[src/rtl/regfile_scoreboard.sv]
// Multi-port integer register file with a per-register busy scoreboard.
// Optional same-cycle write-to-read bypass: define REGFILE_BYPASS_EN.
module regfile_scoreboard #(
    parameter int XLEN  = 32,
    parameter int NREGS = 32,
    parameter int NRD   = 2,
    parameter int NWR   = 2
) (
    input  logic                        clk,
    input  logic                        rst_n,
    input  logic [NRD*$clog2(NREGS)-1:0] rd_addr,
    output logic [NRD*XLEN-1:0]         rd_data,
    output logic [NRD-1:0]              rd_busy,
    input  logic [NWR-1:0]              wr_en,
    input  logic [NWR*$clog2(NREGS)-1:0] wr_addr,
    input  logic [NWR*XLEN-1:0]         wr_data,
    input  logic                        iss_en,
    input  logic [$clog2(NREGS)-1:0]    iss_rd,
    output logic                        iss_ok,
    input  logic                        flush,
    output logic [$clog2(NREGS):0]      busy_cnt
);
    localparam int AW = $clog2(NREGS);

    logic [NREGS-1:0][XLEN-1:0] regs_q, regs_d;
    logic [NREGS-1:0]           busy_q, busy_d;
    logic [AW:0]                busy_cnt_q, busy_cnt_d;

    assign iss_ok   = iss_en && (iss_rd == '0 || !busy_q[iss_rd]) && !flush;
    assign busy_cnt = busy_cnt_q;

    // Ports are walked in ascending order so the highest index lands last and wins.
    always_comb begin
        regs_d = regs_q;
        busy_d = busy_q;
        for (int p = 0; p < NWR; p++) begin
            if (wr_en[p] && wr_addr[p*AW +: AW] != '0) begin
                regs_d[wr_addr[p*AW +: AW]] = wr_data[p*XLEN +: XLEN];
                busy_d[wr_addr[p*AW +: AW]] = 1'b0;
            end
        end
        // A new producer claims the register over a same-cycle writeback release.
        if (iss_ok && iss_rd != '0)
            busy_d[iss_rd] = 1'b1;
        if (flush)
            busy_d = '0;
        regs_d[0] = '0;
        busy_d[0] = 1'b0;
    end

    always_comb begin
        busy_cnt_d = '0;
        for (int r = 0; r < NREGS; r++)
            busy_cnt_d = busy_cnt_d + {{AW{1'b0}}, busy_d[r]};
    end

    always_ff @(posedge clk or negedge rst_n) begin
        if (!rst_n) begin
            regs_q     <= '0;
            busy_q     <= '0;
            busy_cnt_q <= '0;
        end else begin
            regs_q     <= regs_d;
            busy_q     <= busy_d;
            busy_cnt_q <= busy_cnt_d;
        end
    end

    for (genvar i = 0; i < NRD; i++) begin : g_rd
        logic [AW-1:0]   a;
        logic [XLEN-1:0] d;
        logic            b;

        assign a = rd_addr[i*AW +: AW];

        always_comb begin
            d = regs_q[a];
            b = busy_q[a];
`ifdef REGFILE_BYPASS_EN
            for (int p = 0; p < NWR; p++) begin
                if (wr_en[p] && wr_addr[p*AW +: AW] == a) begin
                    d = wr_data[p*XLEN +: XLEN];
                    b = iss_ok && iss_rd == a;
                end
            end
`endif
            if (a == '0) begin
                d = '0;
                b = 1'b0;
            end
        end

        assign rd_data[i*XLEN +: XLEN] = d;
        assign rd_busy[i]              = b;
    end

endmodule

[config.mk]
export PLATFORM = sky130hd
export DESIGN_NAME = regfile_scoreboard
export DESIGN_NICKNAME = d
export VERILOG_FILES = /design/src/rtl/regfile_scoreboard.sv
export SDC_FILE = /design/constraint.sdc
export NUM_CORES = 2
export LEC_CHECK = 0
export BUFFER_PORTS_ARGS = -buffer_cell sky130_fd_sc_hd__buf_2
export CAP_MARGIN = 0
export CORE_MARGIN = 2
export CORE_UTILIZATION = 62
export DETAILED_ROUTE_END_ITERATION = 8
export PLACE_DENSITY = 0.8
export SLEW_MARGIN = 20
export SYNTH_ARGS = -nofsm -noshare
export SYNTH_HDL_FRONTEND = slang
export SYNTH_SLANG_ARGS = --single-unit
[constraint.sdc]
create_clock -name clk -period 8.5 [get_ports clk]
set_input_delay 1.7 -clock clk [delete_from_list [all_inputs] [get_ports clk]]
set_output_delay 1.7 -clock clk [all_outputs]
set_load 0.01 [all_outputs]
==> impl_summary.md <==
Outcome
The flow ran to the end, and the final reports show no timing, DRC or antenna violations.

Logic synthesis
In the synthesized netlist, the number of instances is roughly 6.4k. The biggest area consumer among synthesized cells is sky130_fd_sc_hd__dfrtp_1. The post-synthesis cell area is around 0.065 mm2.

The complex-gate fraction of the synthesized area is 0.148. The most common cell in the synthesized netlist is sky130_fd_sc_hd__dfrtp_1. The proportion of synthesized area in mux cells is 0.307. The sequential area share after synthesis is 0.394.

Averaged over all synthesized cells, the footprint is 10.2 um2. The top flip-flop cell by instance count after synthesis is sky130_fd_sc_hd__dfrtp_1. The yosys synthesis warning count is 0.

The commonest cells after synthesis are sky130_fd_sc_hd__dfrtp_1 (1029), sky130_fd_sc_hd__mux2i_1 (906), sky130_fd_sc_hd__nand2_1 (837). Ranked by total cell area, the synthesized netlist is headed by sky130_fd_sc_hd__dfrtp_1 (39%), sky130_fd_sc_hd__mux4_2 (15%), sky130_fd_sc_hd__mux2i_1 (14%). In this run, distinct cell masters in the synthesized netlist total 63.

The share of flip-flops with an asynchronous set or reset after synthesis is 1.00. The flip-flop and latch count after synthesis is ~1.0k. The simple-gate share of the synthesized area is 0.0918. The adder-cell share of the synthesized area is 0.00839. Of the total synthesized cell area, the portion taken by XOR and XNOR cells is 0.000402. After synthesis, the largest family of logic cells by area is multiplexers. The fraction of synthesized cell area taken by the top area cell type is 0.394. Counting flops with a built-in enable in the synthesized netlist gives 0.

The number of nets handed over by synthesis was approximately 6.5k.

Worst setup path
The required time of the critical path is between 9 and 10 ns. The cell that appears most often on the critical path is sky130_fd_sc_hd__fa_1. The critical path goes through buf_2, mux4_2, a22o_1, nor4_4, nand3b_1, o21ai_0, fa_1, inv_1, fa_1, fa_1, fa_1, fa_1, fa_1, fa_1, fa_1, inv_1, a21o_1, a21oi_1, xnor2_1.

The startpoint kind of the worst setup timing path is an input port. Among all stages on the critical path, the largest delay is contributed by sky130_fd_sc_hd__mux4_2. The cell family contributing the most delay on the critical path is adder cells.

Of all nets on the critical path, the largest fanout is 7. The worst setup path endpoint is busy_cnt[4]. The worst register-to-register path begins at busy_q[28]. The worst setup path is of the input port to flip-flop kind. The register-to-register setup slack is approximately 1.7 ns. The endpoint of the worst-slack reg-to-reg timing path is busy_cnt[4]. The depth of the worst register-to-register path is 18.

The logic depth of the worst path, buffers included is 19. The worst setup path is captured at a flip-flop. The buffering stage count on the worst path with inverters included is 3. The startpoint of the worst setup timing path is iss_rd[0]. In this design, the stage delay of the slowest critical-path cell is approximately 0.54 ns. For the worst setup path, the data arrival time is slightly above 8 ns.

Power
The internal portion of total power is between 10000 and 15000 uW. Of the total power, registers draw 0.430. Of the total power, the clock network draws 0.316. The worst voltage drop across the vdd grid is 0.201 mV. Of the total power, the share spent switching nets is 0.319. The analysis attributes to cell leakage a power of 0.0310 uW.

The share of power burned in combinational logic is 0.254. The areal power density over the cells is 236 mW/mm2. The net switching component of the power is around 5300 uW.

Routing
The number of DRC markers after the initial detailed-route iteration is 10.2k. The average wire per standard cell is between 30 and 40 um. In the routed design, unresolved DRC markers number 0. The number of vias per cell is between 7 and 8.

The detailed-route wire length is 259000 um. The iteration count of the initial detailed-routing pass is 9. The number of vias after detailed routing is ~58k. The remaining number of nets flagged by the antenna check after routing is 0.

CTS
The number of H-tree levels is 3. The clock reaches the later pin of the worst-skew pair after between 0.7 and 0.8 ns. Hold repair after CTS inserted 0 buffers. TritonCTS created 111 clock buffers. The clock-pin slew on the worst setup and hold paths is roughly 0.060 ns. After clock tree synthesis, the setup repair step added 0 buffers. The tree is rooted in a sky130_fd_sc_hd__clkbuf_16. The number of clock sinks is 1029. The TritonCTS clock tree is done. The maximum clock insertion buffer count is 3. The total of cells resized after clock tree synthesis is 0.

Global routing
The number of antenna violations at the first check in global routing is 42. In the global route stage, overall resource usage came out at 0.472. The first global-routing pass estimated between 300000 and 400000 um of wire. Summed over all layers, the global routing overflow is 0.

The pin count of the biggest net entering global routing is 180. The via count of the first global-routing pass was about 56k.

Die
During I/O placement, the number of pins put on the boundary was roughly 170. The die is 329 um tall. The horizontal die dimension is roughly 330 um. The row count is about 120. After floorplanning, the core was sized to cover approximately 0.10 mm2. The area enclosed by the die boundary is 0.108 mm2. The initial core utilization is 0.623.

Timing
The worst pin sits at a relative slew slack of 0.133. The upper clock frequency limit is ~130 MHz. Counting I/O delays and the setup requirement, the final critical path takes 7.59 ns.

The final setup skew is approximately 0.029 ns. The final cycle utilization of the critical path is 0.893. At the pin with the least slew margin, the transition time is between 1 and 1.5 ns. The total count of max-transition violations in the final report is 0. In the post-route analysis, the smallest setup slack over all paths is 0.906 ns.

Setup repair after global routing left no endpoint under its margin. After routing, the total negative slack on setup checks comes to 0 ns. The count of endpoints failing setup in the final report is 0.

The number of hold violations in the final report is 0.

Final layout
For this run, the post-layout net count is between 6k and 7k. Measured on the finished design, the core utilization comes to 0.674. The count of fill cells added during filler insertion is roughly 7.7k. Relative to the synthesized area, the layout overhead comes to 8.16%. Of the cells placed in the final design, the portion with a size suffix greater than 1 is 0.184.

Job
The number of max-cap violations is 0.

Placed design
OpenSTA, run right after detailed placement, puts the worst setup slack at approximately 0.19 ns. At the end of routability-driven placement, the weighted congestion stood at 1.01. The HPWL after detailed placement is 139000 um. The number of buffers added on ports is about 170.

Worst hold path
The class of the tightest hold or removal check is flip-flop to flip-flop.
==> power by group through the flow <==
| stage | clock network, uW | registers, uW | logic [uW] |
|---|---|---|---|
| 6_report | 5250 | 7160 | 4230 |
| 5_1_grt | 5440 | 7250 | 4480 |
| 4_1_cts | 5220 | 7070 | 4080 |
| 3_5_place_dp | 0 | 7130 | 4060 |
| 3_3_place_gp | 0 | 7020 | 3900 |
| 2_1_floorplan | 0 | 6820 | 3050 |
==> registers in the layout (all words and copies together), names as in the netlist <==
name and flops:
busy_cnt 6, busy_q 31, regs_q 992
==> per-layer routing <==
| metal | part of all wire | vias to the layer above | wire, um | track usage |
|---|---|---|---|---|
| li1 | - | 22900 | - | - |
| met1 | 0.33 | 28100 | 85800 | 0.575 |
| met2 | 0.41 | 5601 | 107000 | 0.648 |
| met3 | 0.16 | 1633 | 42100 | 0.215 |
| met4 | 0.091 | 28 | 23400 | 0.369 |
| met5 | 0.0012 | - | 322 | 0.0129 |
==> worst min-delay path by stage <==
stage | startpoint | endpoint | slack [ns] | depth (start not counted)
floorplan | regs_q[448] | regs_q[448] | 0.53 | 2
global placement | regs_q[962] | regs_q[962] | 0.55 | 2
detailed placement | regs_q[458] | regs_q[458] | 0.57 | 2
CTS | regs_q[869] | regs_q[869] | 0.58 | 2
global route | regs_q[961] | regs_q[961] | 0.60 | 2
finish | regs_q[869] | regs_q[869] | 0.58 | 2
==> area by class of cell <==
cell class	count	area [um2]	area share
inverters	47	176	0.00250
well taps	1391	1740	0.0246
clock buffers	166	3370	0.0477
multi-input cells	4557	36800	0.521
clock inverters	42	552	0.00781
flip-flops and latches	1029	25700	0.365
diodes	33	82.6	0.00117
repair buffers	301	2150	0.0304
==> per-stage QoR <==
stage | hold WS (ns) | cell area (um2) | cells | total power (uW)
floorplan | 0.534 | 65300 | 6410 | 9870
global placement | 0.553 | 66600 | 7324 | 10900
detailed placement | 0.567 | 66600 | 7324 | 11200
CTS | 0.585 | 70500 | 7532 | 16400
global route | 0.601 | 70600 | 7552 | 17200
finish | 0.585 | 70600 | 7566 | 16600
==> tightest hold or removal path, stage by stage (launching register included) <==
cell and delay, ns:
sky130_fd_sc_hd__dfrtp_1 0.36, sky130_fd_sc_hd__a32oi_1 0.06, sky130_fd_sc_hd__o21ai_0 0.13
==> cells by family (layout without fill, tap and decap cells) <==
group / Yosys count / after routing
adder cells (fa/ha/maj): 30 / 30
AO/OA/AOI/OAI: 1611 / 1611
buffers and inverters: 824 / 556
flip-flops: 1029 / 1029
AND/OR/NAND/NOR: 1460 / 1460
other: 0 / 33
multiplexers: 1453 / 1453
XOR/XNOR: 3 / 3
==> layout by cell type (no fill, tap or decap), types with 45 or more instances in the layout <==
master | synthesis | routed
sky130_fd_sc_hd__dfrtp_1 | 1029 | 1029
sky130_fd_sc_hd__mux4_2 | 431 | 431
sky130_fd_sc_hd__nand2_1 | 837 | 807
sky130_fd_sc_hd__clkbuf_16 | 0 | 113
sky130_fd_sc_hd__a32oi_1 | 188 | 188
sky130_fd_sc_hd__buf_4 | 8 | 120
sky130_fd_sc_hd__inv_1 | 47 | 47
sky130_fd_sc_hd__mux2_2 | 116 | 116
sky130_fd_sc_hd__a21oi_1 | 406 | 406
sky130_fd_sc_hd__mux2i_1 | 906 | 906
sky130_fd_sc_hd__o22ai_1 | 45 | 45
sky130_fd_sc_hd__nor2_1 | 454 | 430
sky130_fd_sc_hd__o21ai_0 | 704 | 703
sky130_fd_sc_hd__buf_2 | 98 | 156
No activity file was read; power rests on OpenSTA's default activity.
